### src/rtl/dcache_block_mem_adapter.sv
// Serialises data-cache block refills and writebacks into word beats on a req/ack memory port.
// Build option DCACHE_MEM_POSTED_WRITE_EN: acknowledge writes at capture and drain the beats afterwards.
module dcache_block_mem_adapter #(
    parameter int BLOCK_ADDR_W    = 26,
    parameter int WORD_W          = 32,
    parameter int WORDS_PER_BLOCK = 4,
    parameter int BLOCK_W         = WORD_W * WORDS_PER_BLOCK
) (
    input  logic                                            clock,
    input  logic                                            reset,
    input  logic                                            memRen,
    input  logic                                            memWen,
    input  logic [BLOCK_ADDR_W-1:0]                         memBlockAddr,
    input  logic [BLOCK_W-1:0]                              memDin,
    output logic                                            memReadReady,
    output logic                                            memWriteDone,
    output logic [BLOCK_W-1:0]                              memDout,
    output logic                                            wordReq,
    output logic                                            wordWe,
    output logic [BLOCK_ADDR_W+$clog2(WORDS_PER_BLOCK)-1:0] wordAddr,
    output logic [WORD_W-1:0]                               wordWdata,
    input  logic                                            wordAck,
    input  logic [WORD_W-1:0]                               wordRdata
);
    localparam int                BEAT_W    = $clog2(WORDS_PER_BLOCK);
    localparam int                WADDR_W   = BLOCK_ADDR_W + BEAT_W;
    localparam logic [BEAT_W-1:0] LAST_BEAT = BEAT_W'(WORDS_PER_BLOCK - 1);
    localparam logic [BEAT_W-1:0] ONE_BEAT  = BEAT_W'(1);

    typedef enum logic [2:0] {
        IDLE    = 3'd0,
        RD_BEAT = 3'd1,
        WR_BEAT = 3'd2,
        RD_DONE = 3'd3,
        WR_DONE = 3'd4
    } state_e;

    state_e                  state_q, state_d;
    logic [BLOCK_ADDR_W-1:0] addr_q, addr_d;
    logic [BLOCK_W-1:0]      blk_q, blk_d;
    logic [BEAT_W-1:0]       beat_q, beat_d;
    logic [BLOCK_W-1:0]      dout_q, dout_d;
    logic                    req_q, req_d;
    logic                    we_q, we_d;
    logic [WADDR_W-1:0]      waddr_q, waddr_d;
    logic [WORD_W-1:0]       wdata_q, wdata_d;
    logic                    rr_q, rr_d;
    logic                    wd_q, wd_d;
    logic                    wd_pulse_s;

    // Next-state, datapath and next-output computation; outputs are derived from next state so they register cleanly.
    always_comb begin
        state_d    = state_q;
        addr_d     = addr_q;
        blk_d      = blk_q;
        beat_d     = beat_q;
        dout_d     = dout_q;
        wd_pulse_s = 1'b0;
        case (state_q)
            IDLE: begin
                // A write wins a tie; the controller keeps memRen high so the read is served afterwards.
                if (memWen) begin
                    addr_d  = memBlockAddr;
                    blk_d   = memDin;
                    beat_d  = '0;
                    state_d = WR_BEAT;
`ifdef DCACHE_MEM_POSTED_WRITE_EN
                    wd_pulse_s = 1'b1;
`else
                    wd_pulse_s = 1'b0;
`endif
                end else if (memRen) begin
                    addr_d  = memBlockAddr;
                    blk_d   = memDin;
                    beat_d  = '0;
                    state_d = RD_BEAT;
                end else begin
                    state_d = IDLE;
                end
            end
            RD_BEAT: begin
                if (wordAck) begin
                    dout_d[int'(beat_q)*WORD_W +: WORD_W] = wordRdata;
                    beat_d  = beat_q + ONE_BEAT;
                    state_d = (beat_q == LAST_BEAT) ? RD_DONE : RD_BEAT;
                end else begin
                    state_d = RD_BEAT;
                end
            end
            WR_BEAT: begin
                if (wordAck) begin
                    beat_d = beat_q + ONE_BEAT;
                    if (beat_q == LAST_BEAT) begin
`ifdef DCACHE_MEM_POSTED_WRITE_EN
                        state_d = IDLE;
`else
                        state_d = WR_DONE;
`endif
                    end else begin
                        state_d = WR_BEAT;
                    end
                end else begin
                    state_d = WR_BEAT;
                end
            end
            RD_DONE: state_d = IDLE;
            WR_DONE: state_d = IDLE;
            default: state_d = IDLE;
        endcase

        req_d   = (state_d == RD_BEAT) || (state_d == WR_BEAT);
        we_d    = (state_d == WR_BEAT);
        waddr_d = {addr_d, beat_d};
        wdata_d = blk_d[int'(beat_d)*WORD_W +: WORD_W];
        rr_d    = (state_d == RD_DONE);
        wd_d    = (state_d == WR_DONE) || wd_pulse_s;
    end

    // State, datapath and output registers; asynchronous reset abandons any in-flight transfer.
    always_ff @(posedge clock or negedge reset) begin
        if (!reset) begin
            state_q <= IDLE;
            addr_q  <= '0;
            blk_q   <= '0;
            beat_q  <= '0;
            dout_q  <= '0;
            req_q   <= 1'b0;
            we_q    <= 1'b0;
            waddr_q <= '0;
            wdata_q <= '0;
            rr_q    <= 1'b0;
            wd_q    <= 1'b0;
        end else begin
            state_q <= state_d;
            addr_q  <= addr_d;
            blk_q   <= blk_d;
            beat_q  <= beat_d;
            dout_q  <= dout_d;
            req_q   <= req_d;
            we_q    <= we_d;
            waddr_q <= waddr_d;
            wdata_q <= wdata_d;
            rr_q    <= rr_d;
            wd_q    <= wd_d;
        end
    end

    assign memReadReady = rr_q;
    assign memWriteDone = wd_q;
    assign memDout      = dout_q;
    assign wordReq      = req_q;
    assign wordWe       = we_q;
    assign wordAddr     = waddr_q;
    assign wordWdata    = wdata_q;

endmodule

### config.mk
export PLATFORM = sky130hd
export DESIGN_NAME = dcache_block_mem_adapter
export DESIGN_NICKNAME = d
export VERILOG_FILES = /design/src/rtl/dcache_block_mem_adapter.sv
export SDC_FILE = /design/constraint.sdc
export NUM_CORES = 1
export LEC_CHECK = 0
export ABC_AREA = 0
export CAP_MARGIN = 40
export CELL_PAD_IN_SITES_DETAIL_PLACEMENT = 1
export CELL_PAD_IN_SITES_GLOBAL_PLACEMENT = 1
export CORE_UTILIZATION = 34
export DETAILED_ROUTE_END_ITERATION = 6
export HOLD_SLACK_MARGIN = 0.08
export PLACE_DENSITY_LB_ADDON = 0.1
export REMOVE_ABC_BUFFERS = 1
export SLEW_MARGIN = 5
export SYNTH_ARGS = -nofsm -noshare
export SYNTH_HDL_FRONTEND = slang
export SYNTH_SLANG_ARGS = --single-unit
### constraint.sdc
create_clock -name clock -period 2 [get_ports clock]
set_input_delay 0.4 -clock clock [delete_from_list [all_inputs] [get_ports clock]]
set_output_delay 0.4 -clock clock [all_outputs]
set_load 0.01 [all_outputs]
==> impl_metrics.tcl <==
set metrics [dict create \
    cp_data_arrival_time_ps 2380 \
    worst_setup_path_start_kind "register" \
    ctsRootBufferMaster "clkbuf_16" \
    final.min_clock_period_ps 1979 \
    clk-insertion-delay-late_ps 530 \
    yosys_register_bits 323 \
    gr_met2_demand_resource_pct 33.02 \
    endpoint_kind "register" \
    clock.fmax_mhz 505.3 \
    grt.overflow.total 0 \
    combinational_family_with_the_most_area_after_synthesis "multiplexers" \
    final_layout_size_suffix_gt1_share_pct 19.24 \
    status "complete, no violations" \
    reg2reg_depth 7 \
    finalCritPeriodShare_pct 98.94 \
    totalPowerFinal_mw 27.80 \
    avgRoutedWirePerCell_um 19.50 \
    syn-instance-count 1061 \
    final_util_pct 51.49 \
    die_width_um 197.8 \
    number_of_design_rule_violations_left_by_the_first_detailed_router_iteration 375 \
    coreArea_mm2 0.03767 \
    global_route_wire_length_before_repair_mm 60.60 \
    detail_route.first_pass.iterations 4 \
    finish.instance_area_mm2 0.01939 \
    grtUsageMet1_pct 26.02 \
    gr-max-usage-layer "met2" \
    synth-simple-area-share_pct 8.445 \
    place_congestion 0.7410 \
    fin_skew_ps 21.89 \
    mappedNetlistArea_mm2 0.01304 \
    clk_pin_slew_worst_paths_ps 60 \
    hp-class "primary input to async pin" \
    yosysWarnings 0 \
    placedInstanceArea_mm2 0.01791 \
    async_set_or_reset_register_ratio_after_synthesis_pct 100.0 \
    layout.filler_cells 3964 \
    synth-adder-area-share_pct 0.4798 \
    cts.htree.levels 2 \
    cts_tree "built" \
    rsz0062_at_grt "true" \
    wire_length_after_detailed_routing_mm 39.32 \
    timing.critical_path.fanout_max 10 \
    synthFlopType "dfrtp_1" \
    muxShareOfSynthArea_pct 20.75 \
    tightest_slew_ps 544.6 \
    crit_required_ps 2400 \
    cts_inserted_buffers 38 \
    grtUsageMet3_pct 5.962 \
    netlist_top_cells_count "dfrtp_1, nand2_1, mux2_2" \
    synthTopCellsByArea "dfrtp_1, mux2_2, nand2_1, mux2i_1, o21ai_0" \
    maxSlewViolCount 0 \
    complex_gate_fraction_of_the_synthesized_area_pct 5.307 \
    via_count 9399 \
    worst_relative_slew_slack_pct 63.22 \
    critical_path.reg2reg.startpoint "state_q[0]" \
    number_of_global_route_vias_before_repair 10300 \
    routed_via_density 4.662 \
    rows 71 \
    netlist.top_cell.by_area "dfrtp_1" \
    final-setup-viol-count 0 \
    initial_core_util_pct 34.61 \
    post-synth-top-count-cell "dfrtp_1" \
    maxcap_viol_count 0 \
    reg2reg_slack_ps 20 \
    timing_hold_violations_final 0 \
    synth-edff-count 0 \
    tritoncts_num_sinks 323 \
    p_leak_nw 8.113 \
    synth_xor_xnor_area_share_pct 0.1248 \
    antenna_found_initial 8 \
    max-vdd-ir-drop_mv 0.8158 \
    r2r-end "wordWdata[15]" \
    grt_usage_pct 20.11 \
    synth_sequential_area_ratio_pct 62.00 \
    route.detailed.drc 0 \
    grt_start_max_net_pins 65 \
    setup.worst_path.class "register to register" \
    die_y_um 197.8 \
    post-dp-hpwl_mm 26.89 \
    pwr_density_cell_mw_per_mm2 1433 \
    synth_largest_type_area_fraction_pct 62.00 \
    layout.nets 1673 \
    die_area_mm2 0.03913 \
    pin_count 383 \
    syn2layout_area_growth_pct 48.75 \
    post_synth_num_cell_types 26 \
    numPortBuffers 382 \
    drtAntennaViolNets 0 \
    clock_tree.buffer_depth 3 \
    syn-mean-instance-area_um2 12.29 \
]
## through the flow
| stage | hold WS [ps] | setup TNS [ps] | setup WS, ps | cells |
|---|---|---|---|---|
| after floorplan | 104.4 | -1716490 | -9716 | 994 |
| after global placement | 336.7 | -28870 | -388.9 | 1940 |
| after detailed placement | 336.6 | -30270 | -418.1 | 1940 |
| after CTS | 378.4 | 0 | 5.260 | 2008 |
| after global routing | 393.9 | -2464 | -122.9 | 2013 |
| final | 390.4 | 0 | 21.16 | 2016 |
## where the power goes
| group | internal, mW | total (mW) | switching (mW) |
|---|---|---|---|
| logic | 6.13 | 11.3 | 5.13 |
| clock network | 4.34 | 7.05 | 2.71 |
| registers | 8.74 | 9.49 | 0.747 |
## timing repair
item | 4_1_cts | 5_1_grt
hold endpoints to repair | 22 | 0
resized for setup | 4 | 11
setup endpoints to repair | 33 | 35
pin swaps | 1 | 2
buffers inserted | 2 | 1
gates cloned | 0 | 4
hold buffers | 1 | 0
## worst max-delay path by stage
stage / to / depth (start not counted) / startpoint
floorplan: wordAddr[1] / 2 / state_q[0]
global placement: wordWdata[26] / 6 / wordAck
detailed placement: wordWdata[28] / 6 / wordAck
CTS: wordWdata[7] / 7 / state_q[0]
global route: wordWdata[19] / 7 / state_q[0]
finish: wordWdata[15] / 7 / state_q[0]
## critical path, stage by stage, from the launching register on
cell       delay [ps]
dfrtp_2           450
xnor2_2           160
nor3b_4           270
mux2i_4           300
buf_12            180
clkbuf_16         190
mux2i_1           210
mux2i_1           100
## sequential cells by signal, indices dropped and copies added, names as in the netlist
signal	count
wordWdata	32
memDout	128
memWriteDone	1
state_q	3
wordAddr	27
memReadReady	1
wordReq	1
addr_q	1
blk_q	128
wordWe	1
## per-layer routing
metal | wire length [um] | vias up
li1 | - | 4419
met1 | 16920 | 4655
met2 | 18800 | 253
met3 | 2847 | 60
met4 | 658 | 12
met5 | 87 | -
## area by class of cell
type / count / area, um^2 / share of cell area [%]
Inverter: 4 / 15.01 / 0.07742
Clock buffer: 58 / 1190 / 6.135
Multi-Input combinational cell: 667 / 4653 / 23.99
Timing Repair Buffer: 443 / 4712 / 24.30
Tap cell: 511 / 639.4 / 3.297
Antenna cell: 3 / 7.507 / 0.03871
Sequential cell: 323 / 8085 / 41.69
Clock inverter: 7 / 91.34 / 0.4710
## placed cells by master (no fill, tap or decap), types with 2 or more instances in the layout
cell	n
clkbuf_8	10
buf_12	21
mux2_2	154
nand2_1	258
dfrtp_2	2
o21ai_0	102
clkdlybuf4s50_1	380
nor3b_2	2
dfrtp_1	321
diode_2	3
clkbuf_1	7
inv_1	4
buf_16	4
buf_6	3
o21ai_1	27
buf_4	28
and3_1	2
nor3b_4	2
nand2_2	3
nor2_1	2
clkbuf_16	45
clkinv_2	3
mux2i_1	96
nor4b_1	2
ha_1	3
bufinv_16	2
## logic make-up (layout without fill, tap and decap cells)
| logic type | after synthesis | count (layout) |
|---|---|---|
| and+or+nand+nor | 277 | 277 |
| other | 0 | 3 |
| muxes | 251 | 251 |
| adders and majority gates | 5 | 5 |
| AOI/OAI and AO/OA | 133 | 133 |
| DFF | 323 | 323 |
| buffers and inverters | 71 | 512 |
| xor gates and xnor gates | 1 | 1 |
Power figures use the tool's default switching activity.
